## src/rtl/branch_predictor.sv

```systemverilog
// IF-stage dynamic branch predictor: direct-mapped BTB with 2-bit counters,
// combinational lookup, decode-driven update port and branch/mispredict counters.
package rv32i_types;
    typedef enum logic [6:0] {
        op_lui   = 7'b0110111,
        op_auipc = 7'b0010111,
        op_jal   = 7'b1101111,
        op_jalr  = 7'b1100111,
        op_br    = 7'b1100011,
        op_load  = 7'b0000011,
        op_store = 7'b0100011,
        op_imm   = 7'b0010011,
        op_reg   = 7'b0110011,
        op_csr   = 7'b1110011
    } rv32i_opcode;
endpackage

module branch_predictor
    import rv32i_types::*;
#(
    parameter int IDX_WIDTH = 5,
    parameter int TAG_WIDTH = 30 - IDX_WIDTH
) (
    input  logic        clk,
    input  logic        rst,
    input  logic [31:0] IF_pc_i,
    output logic        IF_pred_taken_o,
    output logic [31:0] IF_pred_target_o,
    input  logic        ID_update_i,
    input  logic        ID_stall_i,
    input  rv32i_opcode ID_opcode_i,
    input  logic [31:0] ID_pc_i,
    input  logic        ID_pred_i,
    input  logic        ID_taken_i,
    input  logic [31:0] ID_target_i,
    output logic [31:0] br_count_o,
    output logic [31:0] mispred_count_o
);
    localparam int ENTRIES = 1 << IDX_WIDTH;

    logic [ENTRIES-1:0]   valid_q;
    logic [ENTRIES-1:0]   is_jal_q;
    logic [TAG_WIDTH-1:0] tag_q    [ENTRIES];
    logic [31:0]          target_q [ENTRIES];
    logic [1:0]           ctr_q    [ENTRIES];
    logic [31:0]          br_cnt_q, br_cnt_d;
    logic [31:0]          mis_cnt_q, mis_cnt_d;

    logic [IDX_WIDTH-1:0] if_idx, id_idx;
    logic [TAG_WIDTH-1:0] if_tag, id_tag;
    logic                 if_hit, id_hit;

    assign if_idx = IF_pc_i[IDX_WIDTH+1:2];
    assign if_tag = IF_pc_i[31:IDX_WIDTH+2];
    assign if_hit = valid_q[if_idx] && (tag_q[if_idx] == if_tag);

    always_comb begin
        IF_pred_taken_o  = if_hit & (is_jal_q[if_idx] | ctr_q[if_idx][1]);
        IF_pred_target_o = IF_pred_taken_o ? target_q[if_idx] : IF_pc_i + 32'd4;
    end

    assign id_idx = ID_pc_i[IDX_WIDTH+1:2];
    assign id_tag = ID_pc_i[31:IDX_WIDTH+2];
    assign id_hit = valid_q[id_idx] && (tag_q[id_idx] == id_tag);

    logic       upd_acc;
    logic       ent_we;
    logic       ent_is_jal;
    logic       valid_clr;
    logic       ctr_we;
    logic [1:0] ctr_wdata;
    logic       is_ctrl;
    logic       is_mis;

    // rst is deliberately left out here: the reset branch of the valid and
    // counter flops overrides, and data-array writes land in invalid entries.
    assign upd_acc = ID_update_i & ~ID_stall_i;

    always_comb begin
        ent_we     = 1'b0;
        ent_is_jal = 1'b0;
        valid_clr  = 1'b0;
        ctr_we     = 1'b0;
        ctr_wdata  = 2'b00;
        is_ctrl    = 1'b0;
        is_mis     = 1'b0;
        if (upd_acc) begin
            case (ID_opcode_i)
                op_br: begin
                    is_ctrl = 1'b1;
                    is_mis  = ID_taken_i ^ ID_pred_i;
                    if (id_hit) begin
                        ctr_we = 1'b1;
                        if (ID_taken_i)
                            ctr_wdata = (ctr_q[id_idx] == 2'b11) ? 2'b11 : ctr_q[id_idx] + 2'd1;
                        else
                            ctr_wdata = (ctr_q[id_idx] == 2'b00) ? 2'b00 : ctr_q[id_idx] - 2'd1;
                    end else if (ID_taken_i) begin
                        ent_we    = 1'b1;
                        ctr_we    = 1'b1;
                        ctr_wdata = 2'b10;
                    end
                end
                op_jal: begin
                    is_ctrl    = 1'b1;
                    is_mis     = ~ID_pred_i;
                    ent_we     = 1'b1;
                    ent_is_jal = 1'b1;
                    ctr_we     = 1'b1;
                    ctr_wdata  = 2'b11;
                end
                op_jalr: begin
                    is_ctrl   = 1'b1;
                    is_mis    = ~ID_pred_i;
                    valid_clr = id_hit;
                end
                default: ;
            endcase
        end
    end

    assign br_cnt_d  = br_cnt_q + {31'd0, is_ctrl};
    assign mis_cnt_d = mis_cnt_q + {31'd0, is_mis};

    always_ff @(posedge clk or posedge rst) begin
        if (rst) begin
            valid_q   <= '0;
            br_cnt_q  <= '0;
            mis_cnt_q <= '0;
        end else begin
            br_cnt_q  <= br_cnt_d;
            mis_cnt_q <= mis_cnt_d;
            if (ent_we)
                valid_q[id_idx] <= 1'b1;
            else if (valid_clr)
                valid_q[id_idx] <= 1'b0;
        end
    end

    always_ff @(posedge clk) begin
        if (ent_we) begin
            tag_q[id_idx]    <= id_tag;
            target_q[id_idx] <= ID_target_i;
            is_jal_q[id_idx] <= ent_is_jal;
        end
        if (ctr_we)
            ctr_q[id_idx] <= ctr_wdata;
    end

    assign br_count_o      = br_cnt_q;
    assign mispred_count_o = mis_cnt_q;

endmodule

```

## config.mk

```make
export PLATFORM = sky130hd
export DESIGN_NAME = branch_predictor
export DESIGN_NICKNAME = d
export VERILOG_FILES = /design/src/rtl/branch_predictor.sv
export SDC_FILE = /design/constraint.sdc
export NUM_CORES = 2
export LEC_CHECK = 0
export ABC_AREA = 1
export CAP_MARGIN = 30
export CELL_PAD_IN_SITES_DETAIL_PLACEMENT = 1
export CELL_PAD_IN_SITES_GLOBAL_PLACEMENT = 2
export CORE_MARGIN = 10
export CORE_UTILIZATION = 37
export DETAILED_ROUTE_END_ITERATION = 8
export GPL_ROUTABILITY_DRIVEN = 0
export PLACE_DENSITY_LB_ADDON = 0.25
export SLEW_MARGIN = 30
export SYNTH_ARGS = -nofsm -noshare
export SYNTH_HDL_FRONTEND = slang
export SYNTH_SLANG_ARGS = --single-unit
```

## constraint.sdc

```tcl
create_clock -name clk -period 5.15 [get_ports clk]
set_input_delay 1.545 -clock clk [delete_from_list [all_inputs] [get_ports clk]]
set_output_delay 1.545 -clock clk [all_outputs]
set_load 0.02 [all_outputs]
```

==> flow_metrics.py <==
metrics = {
    "cells_and_area": {
        "drive_gt1_share_pct": 17.2,
        "nFillCells": 26600,
        "fin_cells": 13300,
        "final_cell_area_sq_um": 116000,
        "regArea_sq_um": 60100,
        "area_growth_pct": 26.7,
        "num-nets-final": 10000,
        "multi_input_area_sq_um": 28600,
    },
    "clocking": {
        "postCtsHoldBufs": 0,
        "clock-sinks": 2016,
        "cts.path.max_buffers": 3,
        "cts_made_buffers": 221,
        "clock_tree.root_cell": "clkbuf_16",
        "clkLatencyLatePin_ns": 0.93,
        "clk_pin_slew_worst_paths_ns": 0.06,
        "tritoncts": "yes",
        "htreeDepth": 4,
    },
    "floorplan": {
        "start_util_pct": 37.2,
        "core_sq_um": 246000,
        "die_w_um": 517,
        "die_area_sq_um": 267000,
        "fp-row-count": 182,
        "num_io_pins": 206,
        "die_h_um": 517,
    },
    "global_routing": {
        "grt_first_pass_wirelength_um": 565000,
        "gr-usage-all-layers_pct": 28.9,
        "grt_start_max_net_pins": 154,
        "grtUsageMet1_pct": 37.0,
        "overflow": 0,
        "grt_use_met3_pct": 3.92,
        "grt_use_met2_pct": 48.5,
        "first_global_vias": 77700,
        "antenna_found_initial": 17,
        "grt-busiest-layer": "met2",
    },
    "worst_setup_path": {
        "rrSetupSlack_ns": 1.29,
        "worstPathArrival_ns": 4.60,
        "crit_end": "IF_pred_target_o[8]",
        "critPathLaunch": "IF_pc_i[3]",
        "startpoint_type": "input pin",
        "r2r-end": "target_q[24][25]",
        "reg2reg_depth": 19,
        "critPathRequiredTime_ns": 3.61,
        "r2r-start": "tag_q[14][1]",
        "criticalPathCategory": "in -> out",
        "worstPathMaxFanout": 8,
        "end_kind": "output pin",
    },
    "synthesis": {
        "ys_warn_count": 0,
        "ys_types": 48,
        "synth_nets": 9089,
        "ys_seq_area_share_pct": 65.7,
        "synthCells": 8975,
        "synth_area_per_cell_sq_um": 10.2,
        "ys.flop_type": "edfxtp_1",
        "synth_edf_count": 1920,
        "synth-async-reset-ratio_pct": 4.76,
        "ys_ff_latch": 2016,
        "netlist_area_sq_um": 91400,
    },
    "sta": {
        "final_max_slew_viol_count": 0,
        "finClkSkew_ns": 0.0716,
        "timing.fmax_mhz": 163,
        "maxSlewHeadroom_pct": 36.2,
        "setup_ws_ns": -0.994,
        "worst_slew_pin_slew_ns": 0.953,
        "finalHoldViolations": 0,
        "fin_crit_sh_pct": 119,
        "rsz0062_at_grt": "yes",
        "finalCriticalPeriod_ns": 6.14,
        "setup_viol_count_final": 33,
    },
    "placement": {
        "io_buffers": 203,
        "dpl_cell_area_sq_um": 106000,
        "dp.cells": 12800,
        "hpwl_um": 258000,
    },
    "drt": {
        "via_count": 76200,
        "drt-total-wl_um": 400000,
        "antenna_left": 0,
        "firstDrtPassIters": 5,
        "drc": 0,
        "detail_route.wl_per_cell_um": 30.1,
        "drtIter0Drc": 7861,
        "viasPerCell": 5.73,
    },
    "power_and_ir_drop": {
        "total_power_mw": 37.8,
        "power_density_nw_per_um2": 326,
        "irDropWorstVdd_mv": 0.323,
        "leakagePower_nw": 43.5,
    },
    "flow_run": {
        "max-cap-violations": 0,
    },
    "run_status": {
        "violations": "negative setup slack",
        "status": "finished with violations",
    },
    "min_path": {
        "hold_class": "reg -> reg",
    },
}
through the flow:
step / hold WS [ns] / worst slack, ns / TNS [ns] / util, %
4_1_cts: 0.475 / -0.977 / -29.77 / 46.6
2_1_floorplan: 0.442 / -0.418 / -550.12 / -
6_report: 0.474 / -0.994 / -29.32 / 47.1
3_5_place_dp: 0.460 / -1.90 / -1369.20 / 43.0
5_1_grt: 0.501 / -1.08 / -32.74 / 47.1
3_3_place_gp: 0.455 / -1.96 / -1336.60 / 43.0
cell families (layout without fill, tap and decap cells):
group	Yosys count	after routing	share of synthesized area, %
flip-flops	2016	2016	65.7
buffers and inverters	935	2042	4.25
other	0	4	0
adder cells (fa/ha/maj)	5	5	0.0685
XOR/XNOR	83	83	0.796
AO/OA/AOI/OAI	1862	1862	11.5
AND/OR/NAND/NOR	4074	4074	17.6
flip-flops by register name, indices dropped and copies added, names as in the netlist, named ones only:
register,count
tag_q,800
ctr_q,64
br_count_o,32
target_q,1024
is_jal_q,32
mispred_count_o,32
worst max-delay path, cell delays in order:
cell	delay, ns
buf_16	0.14
buf_16	0.19
buf_12	0.16
buf_12	0.14
buf_12	0.14
nor2_2	0.09
o21ai_1	0.06
o211ai_1	0.11
buf_4	0.16
nand3_4	0.08
nand2_4	0.10
nand2_2	0.07
nand2_4	0.08
nand2_1	0.06
nor2_1	0.12
nand2_1	0.08
nor2_2	0.15
nand2_4	0.13
nor2_4	0.15
buf_12	0.19
buf_6	0.14
nand2_1	0.04
o21ai_0	0.10
buf_4	0.20
buf_12	0.11
placed cells by master (no fill, tap or decap), types with 207 or more instances in the layout:
cell / instances
nand3_1: 251
nand2_1: 2301
nor2_1: 1178
buf_12: 258
a21oi_1: 207
clkbuf_16: 228
o22ai_1: 214
o21ai_0: 1009
inv_1: 332
edfxtp_1: 1920
buf_4: 729
synth_stat cells (36+ instances only):
| master | instances | area share (%) |
|---|---|---|
| nand2_1 | 2397 | 9.8 |
| edfxtp_1 | 1920 | 63 |
| nor2_1 | 1240 | 5.1 |
| o21ai_0 | 1068 | 5.8 |
| inv_1 | 346 | 1.4 |
| clkbuf_1 | 313 | 1.3 |
| nand3_1 | 283 | 1.6 |
| a21oi_1 | 222 | 1.2 |
| buf_2 | 215 | 1.2 |
| o22ai_1 | 214 | 1.5 |
| o211ai_1 | 164 | 1.3 |
| dfrtp_1 | 96 | 2.6 |
| o221ai_1 | 64 | 0.61 |
| xor2_1 | 61 | 0.58 |
| nand4_1 | 58 | 0.40 |
| nor3_1 | 36 | 0.20 |
layer usage:
metal,up-vias,wire length [um]
li1,33200,-
met1,39200,161000
met2,2999,191000
met3,838,25700
met4,20,22500
met5,-,136
worst min path at each step:
stage,end,cells past startpoint,start,slack [ns]
CTS,flip-flop,2,flip-flop,0.47
detailed placement,flip-flop,2,flip-flop,0.46
finish,flip-flop,2,flip-flop,0.47
global route,flip-flop,2,flip-flop,0.50
floorplan,flip-flop,2,flip-flop,0.44
global placement,flip-flop,2,flip-flop,0.45
repair_timing:
action,4_1_cts,5_1_grt
resized for setup,306,231
buffers inserted,42,43
gates cloned,21,6
pin swaps,33,41
endpoints found under the setup margin,39,271
final cells by class:
cell class,count,area share [%]
Sequential cell,2016,51.9
Multi-Input combinational cell,6024,24.7
Timing Repair Buffer,1278,12.5
Clock buffer,267,4.95
Tap cell,3220,3.48
Inverter,359,1.26
Clock inverter,138,1.26
Antenna cell,4,0.00865
power breakdown:
part	internal, mW	switching (mW)	total (mW)
registers	17.9	0.0166	18.0
logic	1.36	2.54	3.90
clock network	8.90	6.99	15.9
Note: power is estimated with default switching activity, not from simulation.
